`config.mk`:
```
export PLATFORM = sky130hd
export DESIGN_NAME = fetch_decode_queue
export DESIGN_NICKNAME = d
export VERILOG_FILES = /design/src/rtl/pipeline_pkg.sv /design/src/rtl/sync_fifo_core.sv /design/src/rtl/fetch_decode_queue.sv
export SDC_FILE = /design/constraint.sdc
export NUM_CORES = 1
export LEC_CHECK = 0
export ABC_CLOCK_PERIOD_IN_PS = 4900
export CORE_AREA = 2 2 200 202
export CTS_CLUSTER_SIZE = 30
export DETAILED_ROUTE_END_ITERATION = 10
export DIE_AREA = 0 0 202 204
export GPL_ROUTABILITY_DRIVEN = 0
export SETUP_SLACK_MARGIN = 0.2
export SYNTH_ARGS = -nofsm -noshare
export SYNTH_HDL_FRONTEND = slang
export SYNTH_SLANG_ARGS = --single-unit
```
`constraint.sdc`:
```
create_clock -name clock -period 4.9 [get_ports clock]
set_clock_uncertainty 0.2 [all_clocks]
set_input_delay 1.47 -clock clock [delete_from_list [all_inputs] [get_ports clock]]
set_output_delay 1.47 -clock clock [all_outputs]
set_load 0.05 [all_outputs]
```
`src/rtl/pipeline_pkg.sv`:
```
// Shared pipeline types and constants used by the fetch/decode queue and later stages.
package pipeline_pkg;

    localparam int XLEN = 32;
    localparam logic [XLEN-1:0] NOP_INSTR = 32'h0000_0013;

    // One fetched word; the ID/EX payload reuses this layout.
    typedef struct packed {
        logic [XLEN-1:0] pc;
        logic [XLEN-1:0] pc_plus4;
        logic [XLEN-1:0] instr;
    } fetch_entry_t;

endpackage

```
`src/rtl/sync_fifo_core.sv`:
```
// Generic storage for the fetch queue: entry array, wrapping pointers and occupancy.
module sync_fifo_core
    import pipeline_pkg::*;
#(
    parameter int DEPTH = 4,
    parameter int PTR_W = 2
) (
    input  logic               clock,
    input  logic               reset,
    input  logic               push,
    input  logic               pop,
    input  logic               clear,
    input  fetch_entry_t       wr_data,
    output fetch_entry_t       rd_data,
    output logic [PTR_W:0]     count
);

    localparam logic [PTR_W:0] FULL_COUNT = (PTR_W + 1)'(DEPTH);

    fetch_entry_t     mem [DEPTH];
    logic [PTR_W-1:0] wr_ptr;
    logic [PTR_W-1:0] rd_ptr;
    logic             do_push;
    logic             do_pop;

    // Guard against overflow/underflow even if the caller forgets to gate.
    assign do_push = push && !clear && (count != FULL_COUNT);
    assign do_pop  = pop && !clear && (count != '0);

    // Payload storage is deliberately left unreset; occupancy decides validity.
    always_ff @(posedge clock) begin
        if (do_push) begin
            mem[wr_ptr] <= wr_data;
        end
    end

    always_ff @(posedge clock or posedge reset) begin
        if (reset) begin
            wr_ptr <= '0;
            rd_ptr <= '0;
            count  <= '0;
        end else if (clear) begin
            wr_ptr <= '0;
            rd_ptr <= '0;
            count  <= '0;
        end else begin
            if (do_push) begin
                wr_ptr <= wr_ptr + PTR_W'(1);
            end
            if (do_pop) begin
                rd_ptr <= rd_ptr + PTR_W'(1);
            end
            case ({do_push, do_pop})
                2'b10:   count <= count + (PTR_W + 1)'(1);
                2'b01:   count <= count - (PTR_W + 1)'(1);
                default: count <= count;
            endcase
        end
    end

    assign rd_data = mem[rd_ptr];

    count_in_range: assert property (@(posedge clock) disable iff (reset) count <= FULL_COUNT);

endmodule

```
`src/rtl/fetch_decode_queue.sv`:
```
// Decoupling queue between fetch and decode, with redirect flush and a saturating drop counter.
module fetch_decode_queue
    import pipeline_pkg::*;
#(
    parameter int              DEPTH     = 4,
    parameter int              PTR_W     = 2,
    parameter logic [XLEN-1:0] NOP_INSTR = pipeline_pkg::NOP_INSTR
) (
    input  logic              clock,
    input  logic              reset,
    input  logic              flush,
    input  logic              in_valid,
    input  logic [XLEN-1:0]   in_pc,
    input  logic [XLEN-1:0]   in_pc_plus4,
    input  logic [XLEN-1:0]   in_instruction,
    output logic              in_ready,
    output logic              out_valid,
    output logic [XLEN-1:0]   out_pc,
    output logic [XLEN-1:0]   out_pc_plus4,
    output logic [XLEN-1:0]   out_instruction,
    input  logic              out_ready,
    output logic [PTR_W:0]    count,
    output logic [7:0]        flush_drops
);

    localparam logic [PTR_W:0] FULL_COUNT = (PTR_W + 1)'(DEPTH);

    fetch_entry_t wr_entry;
    fetch_entry_t head_entry;
    logic         push;
    logic         pop;
    logic [8:0]   drop_sum;

    assign in_ready  = (count != FULL_COUNT);
    assign out_valid = (count != '0);
    assign push      = in_valid && in_ready && !flush;
    assign pop       = out_valid && out_ready && !flush;

    assign wr_entry.pc       = in_pc;
    assign wr_entry.pc_plus4 = in_pc_plus4;
    assign wr_entry.instr    = in_instruction;

    sync_fifo_core #(
        .DEPTH (DEPTH),
        .PTR_W (PTR_W)
    ) u_core (
        .clock   (clock),
        .reset   (reset),
        .push    (push),
        .pop     (pop),
        .clear   (flush),
        .wr_data (wr_entry),
        .rd_data (head_entry),
        .count   (count)
    );

    // Empty queue presents a harmless NOP so decode never sees stale storage.
    always_comb begin
        out_pc          = '0;
        out_pc_plus4    = '0;
        out_instruction = NOP_INSTR;
        if (out_valid) begin
            out_pc          = head_entry.pc;
            out_pc_plus4    = head_entry.pc_plus4;
            out_instruction = head_entry.instr;
        end
    end

    assign drop_sum = {1'b0, flush_drops} + 9'(count);

    always_ff @(posedge clock or posedge reset) begin
        if (reset) begin
            flush_drops <= '0;
        end else if (flush) begin
            flush_drops <= (drop_sum > 9'd255) ? 8'hFF : drop_sum[7:0];
        end
    end

endmodule

```
==> impl_metrics.env <==
export IMPL_dpl_cell_area_um2=18330
export IMPL_p_per_area_nw_per_um2=615.9
export IMPL_grt_pass1_vias=8091
export IMPL_antenna_found_initial=1
export IMPL_clk_latency_ns=0.54
export IMPL_cts_setup_buffers=0
export IMPL_layout_nets=1059
export IMPL_pwr_share_comb=0.400
export IMPL_max_freq_ghz=0.2197
export IMPL_layout_drive_gt1_share=0.1953
export IMPL_portBuffers=209
export IMPL_worst_pin_slew_ns=0.6449
export IMPL_overflow=0
export IMPL_core_um2=39180
export IMPL_syn_cell_area_um2=15410
export IMPL_p_sw_frac=0.3623
export IMPL_seqPwrFrac=0.338
export IMPL_yosys_top_cells_count="384 x edfxtp_1, 96 x mux4_2, 93 x and2_1"
export IMPL_grt_use_total=0.1535
export IMPL_cts_tree="done"
export IMPL_worstSetupPathType="flip-flop to primary output"
export IMPL_crit_chain="buf_12 > mux4_2 > or2_2 > clkdlybuf4s50_1"
export IMPL_internal_power_mw=7.746
export IMPL_clockBufferDepth=3
export IMPL_cp_required_ns=3.23
export IMPL_synth_nets=819
export IMPL_place_hpwl_um=18550
export IMPL_slowest_delay_ns=0.72
export IMPL_num_vias=7457
export IMPL_drtAntennaViolNets=0
export IMPL_cp_buffers_inverters=2
export IMPL_fin_setup_tns_ns=0
export IMPL_die_w_um=202
export IMPL_syn2layout_area_growth_pct=28.01
export IMPL_finalPower_mw=12.15
export IMPL_switchingPower_mw=4.401
export IMPL_rsz0062_at_grt="false"
export IMPL_path_max_fanout=29
export IMPL_period_needed_ns=4.551
export IMPL_peakVddDrop_mv=0.3480
export IMPL_synth_distinct_cells=39
export IMPL_ys_seq_elements=399
export IMPL_synthArstFlopShare=0.03759
export IMPL_critPathLaunchType="flip-flop"
export IMPL_yosysTopAreaCellShare=0.7484
export IMPL_ios=210
export IMPL_avgSynthCellArea_um2=21.73
export IMPL_routed_wl_um=31170
export IMPL_cts_sinks=399
export IMPL_rows=73
export IMPL_setup_violations=0
export IMPL_maxCapViolCount=0
export IMPL_cts_root_buffer="clkbuf_16"
export IMPL_start_util=0.3932
export IMPL_cts_buffers=43
export IMPL_hold_buffers=0
export IMPL_status="finished clean"
export IMPL_clk_pin_slew_ns=0.05
export IMPL_min_path_type="flip-flop to flip-flop"
export IMPL_synth_area_top_cells="edfxtp_1 75%, mux4_2 14%, and2_1 3.8%"
export IMPL_p_leak_nw=6.304
export IMPL_end_kind="primary output"
export IMPL_wire_per_inst_um=20.67
export IMPL_avgViaCountPerCell=4.945
export IMPL_grt_max_degree=59
export IMPL_yosysWarnings=0
export IMPL_yosysTopAreaCell="edfxtp_1"
export IMPL_final_cell_area_um2=19730
export IMPL_finalHoldViolations=0
export IMPL_die_height_um=204
export IMPL_yosys_most_used_dff="edfxtp_1"
export IMPL_nFillCells=3139
export IMPL_fp_dieArea_um2=41210
export IMPL_maxSlewHeadroom=0.5696
export IMPL_diodes=0
export IMPL_cp_arrival_ns=2.88
export IMPL_first_iter_violations=343
export IMPL_period_share=0.9289
export IMPL_drc_errors=0
export IMPL_synth_edf_count=384
export IMPL_multi_input_area_um2=3326
export IMPL_ctsHtreeMaxLevel=2
export IMPL_synth_seq_area_share=0.7727
export IMPL_cts_resized=0
export IMPL_critPathSlowestCell="clkdlybuf4s50_1"
export IMPL_seqCellArea_um2=11910
export IMPL_drt_pass1_iter_count=4
export IMPL_syn_inst=709
export IMPL_grt_pass1_wl_um=47720
export IMPL_path_delay_family="buffers and inverters"
export IMPL_slew_viol_final=0
export IMPL_power_clock_fraction=0.262
export IMPL_yosysMostFrequentCell="edfxtp_1"
[stage by stage]
step	utilization	setup WS [ns]	hold slack, ns	instances
2_1_floorplan	-	1.038	0.3732	709
3_3_place_gp	0.4677	0.8929	0.3597	1429
3_5_place_dp	0.4677	0.8721	0.3719	1429
4_1_cts	0.5034	0.2715	0.3866	1508
5_1_grt	0.5034	0.2183	0.4286	1508
6_report	0.5034	0.3485	0.3866	1508
[layer usage]
layer / share of wire / vias up / GRT usage
met1: 0.43 / 3859 / 0.2049
li1: - / 3350 / -
met4: 0.021 / 2 / 0.05042
met2: 0.47 / 200 / 0.2425
met3: 0.073 / 46 / 0.04608
met5: 0.00042 / - / 0
[logic make-up (layout without fill, tap and decap cells)]
kind of cell | count (synthesis) | after routing | synth area share
DFF | 399 | 399 | 0.7727
and+or+nand+nor | 137 | 137 | 0.05286
muxes | 101 | 101 | 0.1441
buffers and inverters | 40 | 314 | 0.01177
AOI/OAI and AO/OA | 17 | 17 | 0.006334
adders and majority gates | 9 | 9 | 0.008282
xor gates and xnor gates | 6 | 6 | 0.003898
[state kept, by name, summed over array words and instances, names as in the netlist]
name	flops
flush_drops	8
u_core.mem	384
u_core.wr_ptr	2
u_core.count	3
u_core.rd_ptr	2
[cells in the final DEF, fill, tap and decap left out, types with 4 or more instances in the layout]
cell type	instances
edfxtp_1	384
clkdlybuf4s50_1	209
mux4_2	96
and2_1	93
clkbuf_16	45
dfrtp_1	13
buf_12	13
clkbuf_1	12
nor2_1	10
a21oi_1	9
nand2_1	9
clkinv_1	9
buf_4	8
ha_1	7
clkinv_2	7
bufinv_16	5
inv_1	4
and2_4	4
[tightest hold or removal path: stages (launching register included)]
cell	delay [ns]
dfrtp_1	0.40
nor2_1	0.10
a21oi_1	0.05
[power groups by stage]
stage,registers (mW),clock network [mW],logic [mW]
finish,4.10,3.18,4.86
CTS,4.11,3.27,4.96
floorplan,4.26,0,3.19
global route,4.13,3.40,5.14
global placement,4.17,0,4.94
detailed placement,4.18,0,4.94
[final timing paths]
path                                               from                           end  slack (ns)  depth (start not counted)
setup / recovery           u_core.rd_ptr[0]$_DFFE_PP0P_            out_instruction[4]        0.35                          4
setup reg to reg            u_core.count[0]$_DFFE_PP0P_   u_core.mem[3][54]$_DFFE_PP_        2.35                          4
min in group asynchronous                         reset    flush_drops[1]$_DFFE_PP0P_        1.12                          2
hold reg to reg              flush_drops[0]$_DFFE_PP0P_    flush_drops[0]$_DFFE_PP0P_        0.39                          2
hold / removal               flush_drops[0]$_DFFE_PP0P_    flush_drops[0]$_DFFE_PP0P_        0.39                          2
max in group asynchronous                         reset  u_core.rd_ptr[0]$_DFFE_PP0P_        2.90                          2
[layout make-up]
class                           instances  area share
Sequential cell                       399      0.6040
Multi-Input combinational cell        270      0.1686
Clock buffer                           57     0.05937
Clock inverter                         22     0.01148
Tap cell                              525     0.03330
Inverter                                5   0.0009515
Timing Repair Buffer                  230      0.1223
No activity file was read; power rests on OpenSTA's default activity.
